### src/rtl/db_table_ctrl.sv
// Command front-end for the hash-table RAM: GET/SET/DEL against one slot per command,
// one read, an optional write-back, one response, and GET hit/miss statistics.
module db_table_ctrl #(
    parameter  int ADDR_WIDTH = 12,
    parameter  int TAG_WIDTH  = 16,
    parameter  int VAL_WIDTH  = 31,
    localparam int DATA_WIDTH = 1 + TAG_WIDTH + VAL_WIDTH
) (
    input  logic                    sys_clk,
    input  logic                    sys_rst,
    input  logic                    in_valid,
    output logic                    in_ready,
    input  logic [1:0]              in_op,
    input  logic [ADDR_WIDTH-1:0]   in_index,
    input  logic [TAG_WIDTH-1:0]    in_tag,
    input  logic [VAL_WIDTH-1:0]    in_value,
    output logic                    out_valid,
    input  logic                    out_ready,
    output logic [1:0]              out_op,
    output logic                    out_hit,
    output logic                    out_evict,
    output logic                    out_err,
    output logic [VAL_WIDTH-1:0]    out_value,
    output logic [ADDR_WIDTH-1:0]   mem_raddr,
    output logic                    mem_rd_en,
    input  logic [DATA_WIDTH-1:0]   mem_rdata,
    input  logic                    mem_rvalid,
    output logic [ADDR_WIDTH-1:0]   mem_waddr,
    output logic [DATA_WIDTH-1:0]   mem_wdata,
    output logic [DATA_WIDTH/8-1:0] mem_wmask,
    output logic                    mem_wr_en,
    output logic [31:0]             cnt_hit,
    output logic [31:0]             cnt_miss
);

    localparam logic [1:0] OP_GET = 2'b00;
    localparam logic [1:0] OP_SET = 2'b01;
    localparam logic [1:0] OP_DEL = 2'b10;
    localparam logic [1:0] OP_RSV = 2'b11;

    typedef enum logic [1:0] {
        IDLE,
        RD,
        WAIT,
        RESP
    } state_t;

    state_t                 state;
    state_t                 next_state;

    logic [1:0]             op_q;
    logic [ADDR_WIDTH-1:0]  index_q;
    logic [TAG_WIDTH-1:0]   tag_q;
    logic [VAL_WIDTH-1:0]   value_q;
    logic                   wr_en_q;
    logic [DATA_WIDTH-1:0]  wdata_q;

    logic                   accept;
    logic                   slot_valid;
    logic [TAG_WIDTH-1:0]   slot_tag;
    logic [VAL_WIDTH-1:0]   slot_value;
    logic                   match;

    assign accept     = in_valid && in_ready;
    assign slot_valid = mem_rdata[DATA_WIDTH-1];
    assign slot_tag   = mem_rdata[DATA_WIDTH-2 -: TAG_WIDTH];
    assign slot_value = mem_rdata[VAL_WIDTH-1:0];
    assign match      = slot_valid && (slot_tag == tag_q);

    assign in_ready  = (state == IDLE);
    assign out_valid = (state == RESP);
    assign mem_rd_en = (state == RD);
    assign mem_raddr = index_q;
    assign mem_waddr = index_q;
    assign mem_wdata = wdata_q;
    assign mem_wr_en = wr_en_q;
    assign mem_wmask = '0;

    always_ff @(posedge sys_clk or negedge sys_rst) begin
        if (!sys_rst) begin
            state <= IDLE;
        end else begin
            state <= next_state;
        end
    end

    // Reserved opcodes never touch the RAM and answer straight away.
    always_comb begin
        next_state = state;
        case (state)
            IDLE: begin
                if (accept) begin
                    next_state = (in_op == OP_RSV) ? RESP : RD;
                end
            end
            RD: begin
                next_state = WAIT;
            end
            WAIT: begin
                if (mem_rvalid) begin
                    next_state = RESP;
                end
            end
            RESP: begin
                if (out_ready) begin
                    next_state = IDLE;
                end
            end
            default: begin
                next_state = IDLE;
            end
        endcase
    end

    // The write strobe is armed on entry to RESP and self-clears, so a stalled
    // response never repeats the write.
    always_ff @(posedge sys_clk or negedge sys_rst) begin
        if (!sys_rst) begin
            op_q      <= '0;
            index_q   <= '0;
            tag_q     <= '0;
            value_q   <= '0;
            out_op    <= '0;
            out_hit   <= 1'b0;
            out_evict <= 1'b0;
            out_err   <= 1'b0;
            out_value <= '0;
            wr_en_q   <= 1'b0;
            wdata_q   <= '0;
            cnt_hit   <= '0;
            cnt_miss  <= '0;
        end else begin
            wr_en_q <= 1'b0;
            case (state)
                IDLE: begin
                    if (accept) begin
                        op_q    <= in_op;
                        index_q <= in_index;
                        tag_q   <= in_tag;
                        value_q <= in_value;
                        if (in_op == OP_RSV) begin
                            out_op    <= in_op;
                            out_hit   <= 1'b0;
                            out_evict <= 1'b0;
                            out_err   <= 1'b1;
                            out_value <= '0;
                        end
                    end
                end
                WAIT: begin
                    if (mem_rvalid) begin
                        out_op    <= op_q;
                        out_err   <= 1'b0;
                        out_hit   <= match;
                        out_evict <= (op_q == OP_SET) && slot_valid && !match;
                        out_value <= ((op_q == OP_GET) && match) ? slot_value : '0;
                        wr_en_q   <= (op_q == OP_SET) || ((op_q == OP_DEL) && match);
                        wdata_q   <= (op_q == OP_SET) ? {1'b1, tag_q, value_q} : '0;
                        if (op_q == OP_GET) begin
                            if (match) begin
                                cnt_hit <= cnt_hit + 32'd1;
                            end else begin
                                cnt_miss <= cnt_miss + 32'd1;
                            end
                        end
                    end
                end
                default: begin
                end
            endcase
        end
    end

endmodule

### config.mk
export PLATFORM = sky130hd
export DESIGN_NAME = db_table_ctrl
export DESIGN_NICKNAME = d
export VERILOG_FILES = /design/src/rtl/db_table_ctrl.sv
export SDC_FILE = /design/constraint.sdc
export NUM_CORES = 1
export LEC_CHECK = 0
export ABC_CLOCK_PERIOD_IN_PS = 6900
export CAP_MARGIN = 15
export CORE_ASPECT_RATIO = 1.4
export CORE_MARGIN = 8
export CORE_UTILIZATION = 39
export DETAILED_ROUTE_END_ITERATION = 16
export PLACE_DENSITY = 0.76
export SLEW_MARGIN = 15
export SYNTH_ARGS = -nofsm -noshare
export SYNTH_HDL_FRONTEND = slang
export SYNTH_SLANG_ARGS = --single-unit
### constraint.sdc
create_clock -name sys_clk -period 6.9 [get_ports sys_clk]
set_input_delay 0.69 -clock sys_clk [delete_from_list [all_inputs] [get_ports sys_clk]]
set_output_delay 0.69 -clock sys_clk [all_outputs]
set_load 0.05 [all_outputs]
## Yosys cells after proc, flatten, opt, wreduce, memory -nomap -nowiden

Cells that the tools add are included.

| word-level totals | value |
|---|---|
| input bits | 114 |
| output and inout port bits | 182 |
| word-level logic and storage cells | 72 |
| bits in registers | 212 |

| cells by class | value |
|---|---|
| muxes and demuxes | 27 |
| bitwise logic cells | 1 |
| equality and inequality tests | 11 |
| reduce and logical (&&, ||, !) cells | 17 |
| add/subtract/negate cells | 2 |

Operators by type and width:

| cell | number |
|---|---|
| 31-bit two-way mux | 4 |
| 32-bit by 1-bit adder with 32-bit output (second input constant) | 2 |
| 31-bit case mux with 2 select lines | 1 |
| 48-bit two-way mux | 1 |
| 16-bit equality test | 1 |
| 2-bit two-way mux | 7 |
| 4-bit AND reduction | 3 |
| 1-bit two-way mux | 9 |
| 2-bit equality test (second input constant) | 4 |
| 2-bit case mux with 4 select lines | 1 |
| 1-bit logical AND | 6 |
| 2-bit by 1-bit != test with 1-bit output (second input constant) | 3 |
| 1-bit case mux with 2 select lines | 3 |
| 2-bit by 1-bit equality test with 1-bit output (second input constant) | 2 |
| 2-bit zero test | 2 |
| 2-bit case mux with 2 select lines | 1 |
| 2-bit AND reduction | 2 |
| 3-bit AND reduction | 1 |
| 2-bit != test (second input constant) | 1 |
| 2-bit nonzero test | 1 |
| 1-bit zero test | 1 |
| 1-bit logical OR | 1 |
| 1-bit NOT | 1 |

## Longest topological paths before layout

Gate-level depths: netlist of the first run.

| depth | value |
|---|---|
| depth after elaboration | 6 |
| mapped depth | 9 |
| mapped depth without buffers | 8 |

## Least setup slack after synthesis of the first run

OpenSTA, ideal clock, no wires.

| timing | value |
|---|---|
| path kind | reg-to-reg |
| from | register cnt_hit[0] |
| to | register cnt_hit[16] |
| path slack | 4431 ps |
| arrival time | 2327 ps |
| path buffers | 0 |
| required time | 6758 ps |
| stages on the path, launching flop included | 8 |
| setup time | 142 ps |
| cells stage by stage | dfrtp_1 ha_1 nand2_1 or3_4 or4_1 nor2_4 nand3_1 xnor2_1 |

| between the ends | value |
|---|---|
| longest elaborated chain between the ends | 1 |

RTL lines:

| item | line | RTL |
|---|---|---|
| from (decl) | 32 | `output logic [31:0] cnt_hit,` |
| from (signal assigned) | 161 | `cnt_hit <= cnt_hit + 32'd1;` |
| 32-bit by 1-bit adder with 32-bit output | 161 |  |

Every way passes these cells.
A chain may end at the register's enable or synchronous reset.

## Worst setup path in the final report of the first run

| timing | value |
|---|---|
| from | register state[0] |
| to | output in_ready |

| between the ends | value |
|---|---|
| longest elaborated chain between the ends | 1 |

RTL lines:

| item | line | RTL |
|---|---|---|
| from (decl) | 48 | `state_t state;` |
| from (signal assigned) | 83 | `state <= next_state;` |
| 2-bit zero test | 70 | `assign in_ready = (state == IDLE);` |
| to (decl) | 12 | `output logic in_ready,` |

Every way passes these cells.

==> results of run 1 <==
## per-layer routing
layer	wire length [um]	global-route usage, %	share of wire, %
met1	9640	20.3	40
met2	11800	28.9	49
met3	1780	4.41	7.3
met4	1020	8.49	4.2
met5	13	0	0.054
## worst max-delay path by stage
stage | start | slack (ps) | cells past startpoint | end
detailed placement | mem_rdata[34] | 3480 | 7 | cnt_miss[1]
global placement | mem_rvalid | 3330 | 4 | mem_wdata[36]
floorplan | cnt_hit[0] | 4430 | 7 | cnt_hit[16]
finish | state[0] | 3970 | 3 | in_ready
global route | state[0] | 3750 | 6 | mem_wdata[8]
CTS | state[0] | 3920 | 6 | mem_wdata[6]
## placed cells by master, fill, tap and decap left out, types with 2 or more instances in the layout
master and n:
clkdlybuf4s50_1 288, nand2b_1 2, clkbuf_16 23, and2_1 2, nand2_1 25, a21oi_1 2
nor4_4 2, nor3_1 21, ha_1 6, xor2_1 53, inv_1 11, o21ai_0 4
buf_4 5, clkinv_2 2, dfrtp_1 212, nor4_1 8, diode_2 2, nor4_2 4
nor4b_1 4, xnor2_1 25, nand3_1 29, or3_4 2, conb_1 6, nand3b_1 2
nor2b_1 5, a22o_1 78, mux2_2 64, nand4_1 11, nor2_1 12, and4_1 2
clkbuf_1 2, clkbuf_8 10, nand2_2 3, nor2_4 2, or4_1 2, and3_1 9
or2_2 3
## power by group through the flow
stage	sequential [mW]	clock (mW)	combinational (mW)
after detailed placement	1.82	0	2.10
after CTS	1.81	1.25	2.10
after global placement	1.82	0	2.06
final	1.81	1.21	2.07
after floorplan	2.39	0	0.820
after global routing	1.85	1.30	2.18
## stage by stage
stage / power (mW) / instances / hold slack [ps]
global route: 5.33 / 1258 / 327
finish: 5.09 / 1258 / 268
detailed placement: 3.92 / 1218 / 468
global placement: 3.88 / 1217 / 457
floorplan: 3.21 / 668 / 394
CTS: 5.16 / 1256 / 301
## logic make-up (layout without fill, tap and decap cells)
logic type | Yosys count | count (layout) | share of synthesized area (%)
and+or+nand+nor | 157 | 157 | 10.7
DFF | 212 | 212 | 60.5
muxes | 64 | 64 | 8.23
other | 1 | 8 | 0.0428
buffers and inverters | 57 | 344 | 3.37
xor gates and xnor gates | 78 | 78 | 7.80
adders and majority gates | 6 | 6 | 0.857
AOI/OAI and AO/OA | 88 | 88 | 8.50
## critical path, stage by stage (launching register included)
cell and delay [ps]:
dfrtp_1 410, inv_1 110, ha_1 300, clkdlybuf4s50_1 910
## registers in the layout, summed over array words and instances, names as in the netlist, 2 cells and up
register and count:
mem_raddr 12, cnt_miss 32, state 2, mem_wdata 48, op_q 2, tag_q 16, cnt_hit 32, out_value 31
out_op 2, value_q 31
## final cells by class
type / count / area (um2) / area share [%]
Sequential cell: 212 / 5310 / 42.0
Multi-Input combinational cell: 399 / 3200 / 25.3
Timing Repair Buffer: 295 / 2950 / 23.4
Clock buffer: 34 / 707 / 5.59
Tap cell: 301 / 377 / 2.98
Clock inverter: 4 / 47.5 / 0.376
Inverter: 11 / 41.3 / 0.327
Antenna cell: 2 / 5.00 / 0.0396
==> results.py, run 1 <==
metrics = {
    "outcome": {
        "status": "finished clean",
    },
    "synth": {
        "ys_ff_latch": 212,
        "syn_inst": 663,
        "yosysWarnings": 0,
        "yosysMostFrequentCell": "dfrtp_1",
        "yosysSeqAreaShare_pct": 60.5,
        "yosys_most_used_dff": "dfrtp_1",
        "synth_edf_count": 0,
        "synth_cell_type_count": 45,
        "async_flop_share_pct": 100,
        "ys_top_cells_by_count": "212 x dfrtp_1, 78 x a22o_1, 64 x mux2_2",
        "synth_top_cell_by_area": "dfrtp_1",
        "synth.top_cell.area_share_pct": 60.5,
        "syn_area_per_cell_um2": 13.2,
        "yosys-top-cells-area": "dfrtp_1 61%, mux2_2 8.2%, a22o_1 7.8%",
        "synth_area_mm2": 0.00876,
    },
    "placement": {
        "gp_congestion": 0.795,
        "io_buffers": 289,
        "dp_worst_setup_slack_ps": 3480,
        "dp_hpwl_um": 17900,
        "placed_area_mm2": 0.0119,
    },
    "detailed_routing": {
        "drtIter0Drc": 257,
        "vias": 6295,
        "drt_wl_total_um": 24200,
        "ant_nets": 0,
        "dr.pass1.iters": 4,
        "drc_errors": 0,
        "vias_per_cell": 5.00,
        "wl_per_cell_um": 19.3,
    },
    "worst_setup_path": {
        "r2r-start": "state[0]",
        "r2r-end": "mem_wdata[6]",
        "crit_required_ps": 6210,
        "end_kind": "output pin",
        "cp_max_fo": 7,
        "crit_type": "flip-flop to output pin",
        "reg2reg_slack_ps": 4010,
        "worstPathArrival_ps": 2240,
        "worstRegToRegCells": 6,
        "startpoint_type": "flip-flop",
    },
    "cts": {
        "holdBufCountCts": 0,
        "cts_root_buffer": "clkbuf_16",
        "cts_tree": "done",
        "cts_inserted_buffers": 22,
        "clk_path_buf_depth": 3,
        "clkTransAtPathRegs_ps": 60,
        "cts_htree_levels": 1,
        "clk_latency_ps": 500,
        "cts_resized": 0,
        "clock-sinks": 212,
        "post_cts_buffers": 0,
    },
    "sta": {
        "skew_ps": 11.6,
        "fin_crit_sh_pct": 42.4,
        "slew_headroom_pct": 27.1,
        "rsz0062_at_grt": "false",
        "setup_slack_ps": 3970,
        "fmax_mhz": 341,
        "period_needed_ps": 2930,
        "final-setup-viol-count": 0,
        "fin_tns_setup_ps": 0,
        "tightest_slew_ps": 1090,
        "drv_slew": 0,
        "hold_viol_final": 0,
    },
    "power_and_ir_drop": {
        "swShare_pct": 39.0,
        "pwr-share-clk_pct": 23.8,
        "p_int_mw": 3.10,
        "combPwrFrac_pct": 40.7,
        "cellLeakagePower_nw": 5.60,
        "powerDensity_mw_per_mm2": 403,
        "p_seq_share_pct": 35.5,
        "peakVddDrop_mv": 0.296,
        "p_switching_mw": 1.99,
    },
    "finish": {
        "num-fill-cells": 1867,
        "syn_to_final_growth_pct": 44.3,
        "drive_gt1_share_pct": 13.4,
        "final_cell_area_mm2": 0.0126,
        "fin_util_pct": 56.7,
        "finalNetCount": 1061,
    },
    "global_routing": {
        "grt_start_max_net_pins": 98,
        "grt.total_usage_pct": 17.3,
        "grt_pass1_vias": 6718,
        "grt-ovfl-total": 0,
        "grt_pass1_wl_um": 38200,
        "antenna_found_initial": 3,
    },
    "floorplan": {
        "row_count": 65,
        "boundaryPins": 296,
        "dieArea_mm2": 0.0276,
        "die_w_um": 143,
        "core-area_mm2": 0.0223,
        "initial_core_util_pct": 39.3,
        "die_h_um": 193,
    },
    "job": {
        "maxCapViolations": 0,
    },
    "worst_hold_path": {
        "hp-class": "primary input to asynchronous set/reset pin",
    },
}
(Power assumes the default switching activity.)
==> run 2: changes to the inputs <==
--- a/config.mk
+++ b/config.mk
@@ -5,7 +5,7 @@
 export SDC_FILE = /design/constraint.sdc
 export NUM_CORES = 1
 export LEC_CHECK = 0
-export ABC_CLOCK_PERIOD_IN_PS = 6900
+export ABC_CLOCK_PERIOD_IN_PS = 2900
 export CAP_MARGIN = 15
 export CORE_ASPECT_RATIO = 1.4
 export CORE_MARGIN = 8
==> constraint.sdc (replaced) <==
create_clock -name sys_clk -period 2.9 [get_ports sys_clk]
set_input_delay 0.29 -clock sys_clk [delete_from_list [all_inputs] [get_ports sys_clk]]
set_output_delay 0.29 -clock sys_clk [all_outputs]
set_load 0.05 [all_outputs]
==> run 2 against run 1 <==
  * Clock power increased by 130%
  * Register-to-register slack got worse by 3500 ps
  * Combinational power increased by 140%
  * Utilization increased by 0.43 points
  * Final cell count increased by 0.95%
  * Clock-buffer cell count decreased by 2
  * Flip-flop and latch count unchanged
  * Non-clock buffer count increased by 11
  * Via count increased by 1.1%
  * Routed wire length increased by 0.21%
  * Sequential share of layout area decreased by 0.32 points
  * Power increased by 140%
  * Critical path type unchanged
  * Critical endpoint unchanged
  * Largest cell class unchanged
==> results.py, run 2 (synthesis results as in run 1) <==
metrics = {
    "outcome": {
        "status": "finished clean",
    },
    "detailed_routing": {
        "drtIter0Drc": 278,
        "dr.pass1.iters": 4,
        "vias_per_cell": 5.01,
        "wl_per_cell_um": 19.1,
        "vias": 6363,
        "drc_errors": 0,
        "ant_nets": 0,
        "drt_wl_total_um": 24300,
    },
    "cts": {
        "clkTransAtPathRegs_ps": 70,
        "holdBufCountCts": 1,
        "cts_htree_levels": 1,
        "clk_latency_ps": 500,
        "clk_path_buf_depth": 3,
        "cts_resized": 0,
        "cts_tree": "done",
        "cts_inserted_buffers": 22,
        "clock-sinks": 212,
        "cts_root_buffer": "clkbuf_16",
        "post_cts_buffers": 0,
    },
    "placement": {
        "dp_worst_setup_slack_ps": 285,
        "gp_congestion": 0.788,
        "dp.cells": 1228,
        "dp_hpwl_um": 17800,
        "io_buffers": 289,
        "placed_area_mm2": 0.0120,
    },
    "power_and_ir_drop": {
        "cellLeakagePower_nw": 5.65,
        "finalPower_mw": 12.1,
        "peakVddDrop_mv": 0.656,
        "powerDensity_mw_per_mm2": 947,
    },
    "worst_setup_path": {
        "crit_type": "flip-flop to output pin",
        "worstPathArrival_ps": 2210,
        "path_delay_family": "buffers and inverters",
        "slowest_delay_ps": 910,
        "cp_max_fo": 7,
        "startpoint_type": "flip-flop",
        "crit_required_ps": 2610,
        "cp_slowest_cell": "clkdlybuf4s50_1",
        "end_kind": "output pin",
        "path_cells": "inv_1, ha_1, clkdlybuf4s50_1",
        "path_buf_inv": 2,
    },
    "sta": {
        "hold_viol_final": 0,
        "fin_crit_sh_pct": 86.1,
        "drv_slew": 0,
        "skew_ps": 11.9,
        "rsz0062_at_grt": "false",
        "tightest_slew_ps": 634,
        "fmax_mhz": 400,
        "final-setup-viol-count": 0,
        "setup_slack_ps": 402,
        "finalHoldWorstSlack_ps": 394,
        "slew_headroom_pct": 57.8,
        "fin_tns_setup_ps": 0,
        "period_needed_ps": 2500,
    },
    "floorplan": {
        "dieArea_mm2": 0.0276,
        "row_count": 65,
        "die_w_um": 143,
        "die_h_um": 193,
        "boundaryPins": 296,
        "initial_core_util_pct": 39.3,
        "core-area_mm2": 0.0223,
    },
    "finish": {
        "drive_gt1_share_pct": 14.3,
        "mostFrequentLayoutCell": "clkdlybuf4s50_1",
        "syn_to_final_growth_pct": 45.4,
        "finalNetCount": 1072,
        "largest_reg_flops": 48,
        "final_cell_area_mm2": 0.0127,
        "mostFrequentLayoutCells": "288 x clkdlybuf4s50_1, 212 x dfrtp_1, 78 x a22o_1",
        "fin_util_pct": 57.2,
        "fin_cells": 1270,
    },
    "job": {
        "maxCapViolations": 0,
    },
    "global_routing": {
        "grt.total_usage_pct": 17.4,
        "grt_pass1_vias": 6735,
        "antenna_found_initial": 3,
        "grt-ovfl-total": 0,
        "grt_start_max_net_pins": 77,
        "grt_pass1_wl_um": 38200,
    },
    "worst_hold_path": {
        "hp-class": "primary input to flip-flop",
    },
}
[run 2: changes by cell type in the layout (fill, tap and decap cells not counted)]
cell	change
buf_4	+7
clkbuf_8	-4
buf_12	+3
clkinv_2	+3
clkbuf_1	+2
diode_2	-1
dlygate4sd3_1	+1
inv_6	+1
[run 2: metal layers]
layer	up-vias	wire, um	track usage (%)
li1	2918	-	-
met2	214	12600	31.1
met5	-	24	0
met4	4	588	5.45
met3	37	1810	4.44
met1	3190	9250	19.7
[run 2: layout make-up]
cell class | instances | area (um2)
Clock buffer | 32 | 659
Inverter | 11 | 41.3
Tap cell | 301 | 377
Fill cell | 1872 | 9550
Antenna cell | 1 | 2.50
Sequential cell | 212 | 5310
Timing Repair Buffer | 306 | 3080
Multi-Input combinational cell | 399 | 3200
Clock inverter | 8 | 71.3
[run 2: power breakdown]
part / switching, mW / total, mW / internal (mW)
Combinational: 3.06 / 4.96 / 1.91
Clock: 1.13 / 2.80 / 1.67
Sequential: 0.549 / 4.30 / 3.75
Total: 4.73 / 12.1 / 7.33
[run 2: worst register-to-register path, delay by kind of cell, from the launching register on]
kind / cells / cell delay [ps]
XOR/XNOR: 1 / 180
adder cells (fa/ha/maj): 1 / 250
buffers and inverters: 2 / 300
flip-flops: 1 / 400
AND/OR/NAND/NOR: 4 / 1210
[run 2: final timing paths]
check,from,to,slack [ps],cells after the start
max,state[1],in_ready,400,3
min,mem_rdata[23],out_value[23],390,2
max in group asynchronous,sys_rst,out_value[1],1770,3
min in group asynchronous,sys_rst,cnt_miss[31],400,2
max reg2reg,state[0],cnt_miss[11],470,8
min reg2reg,cnt_miss[31],cnt_miss[31],470,1
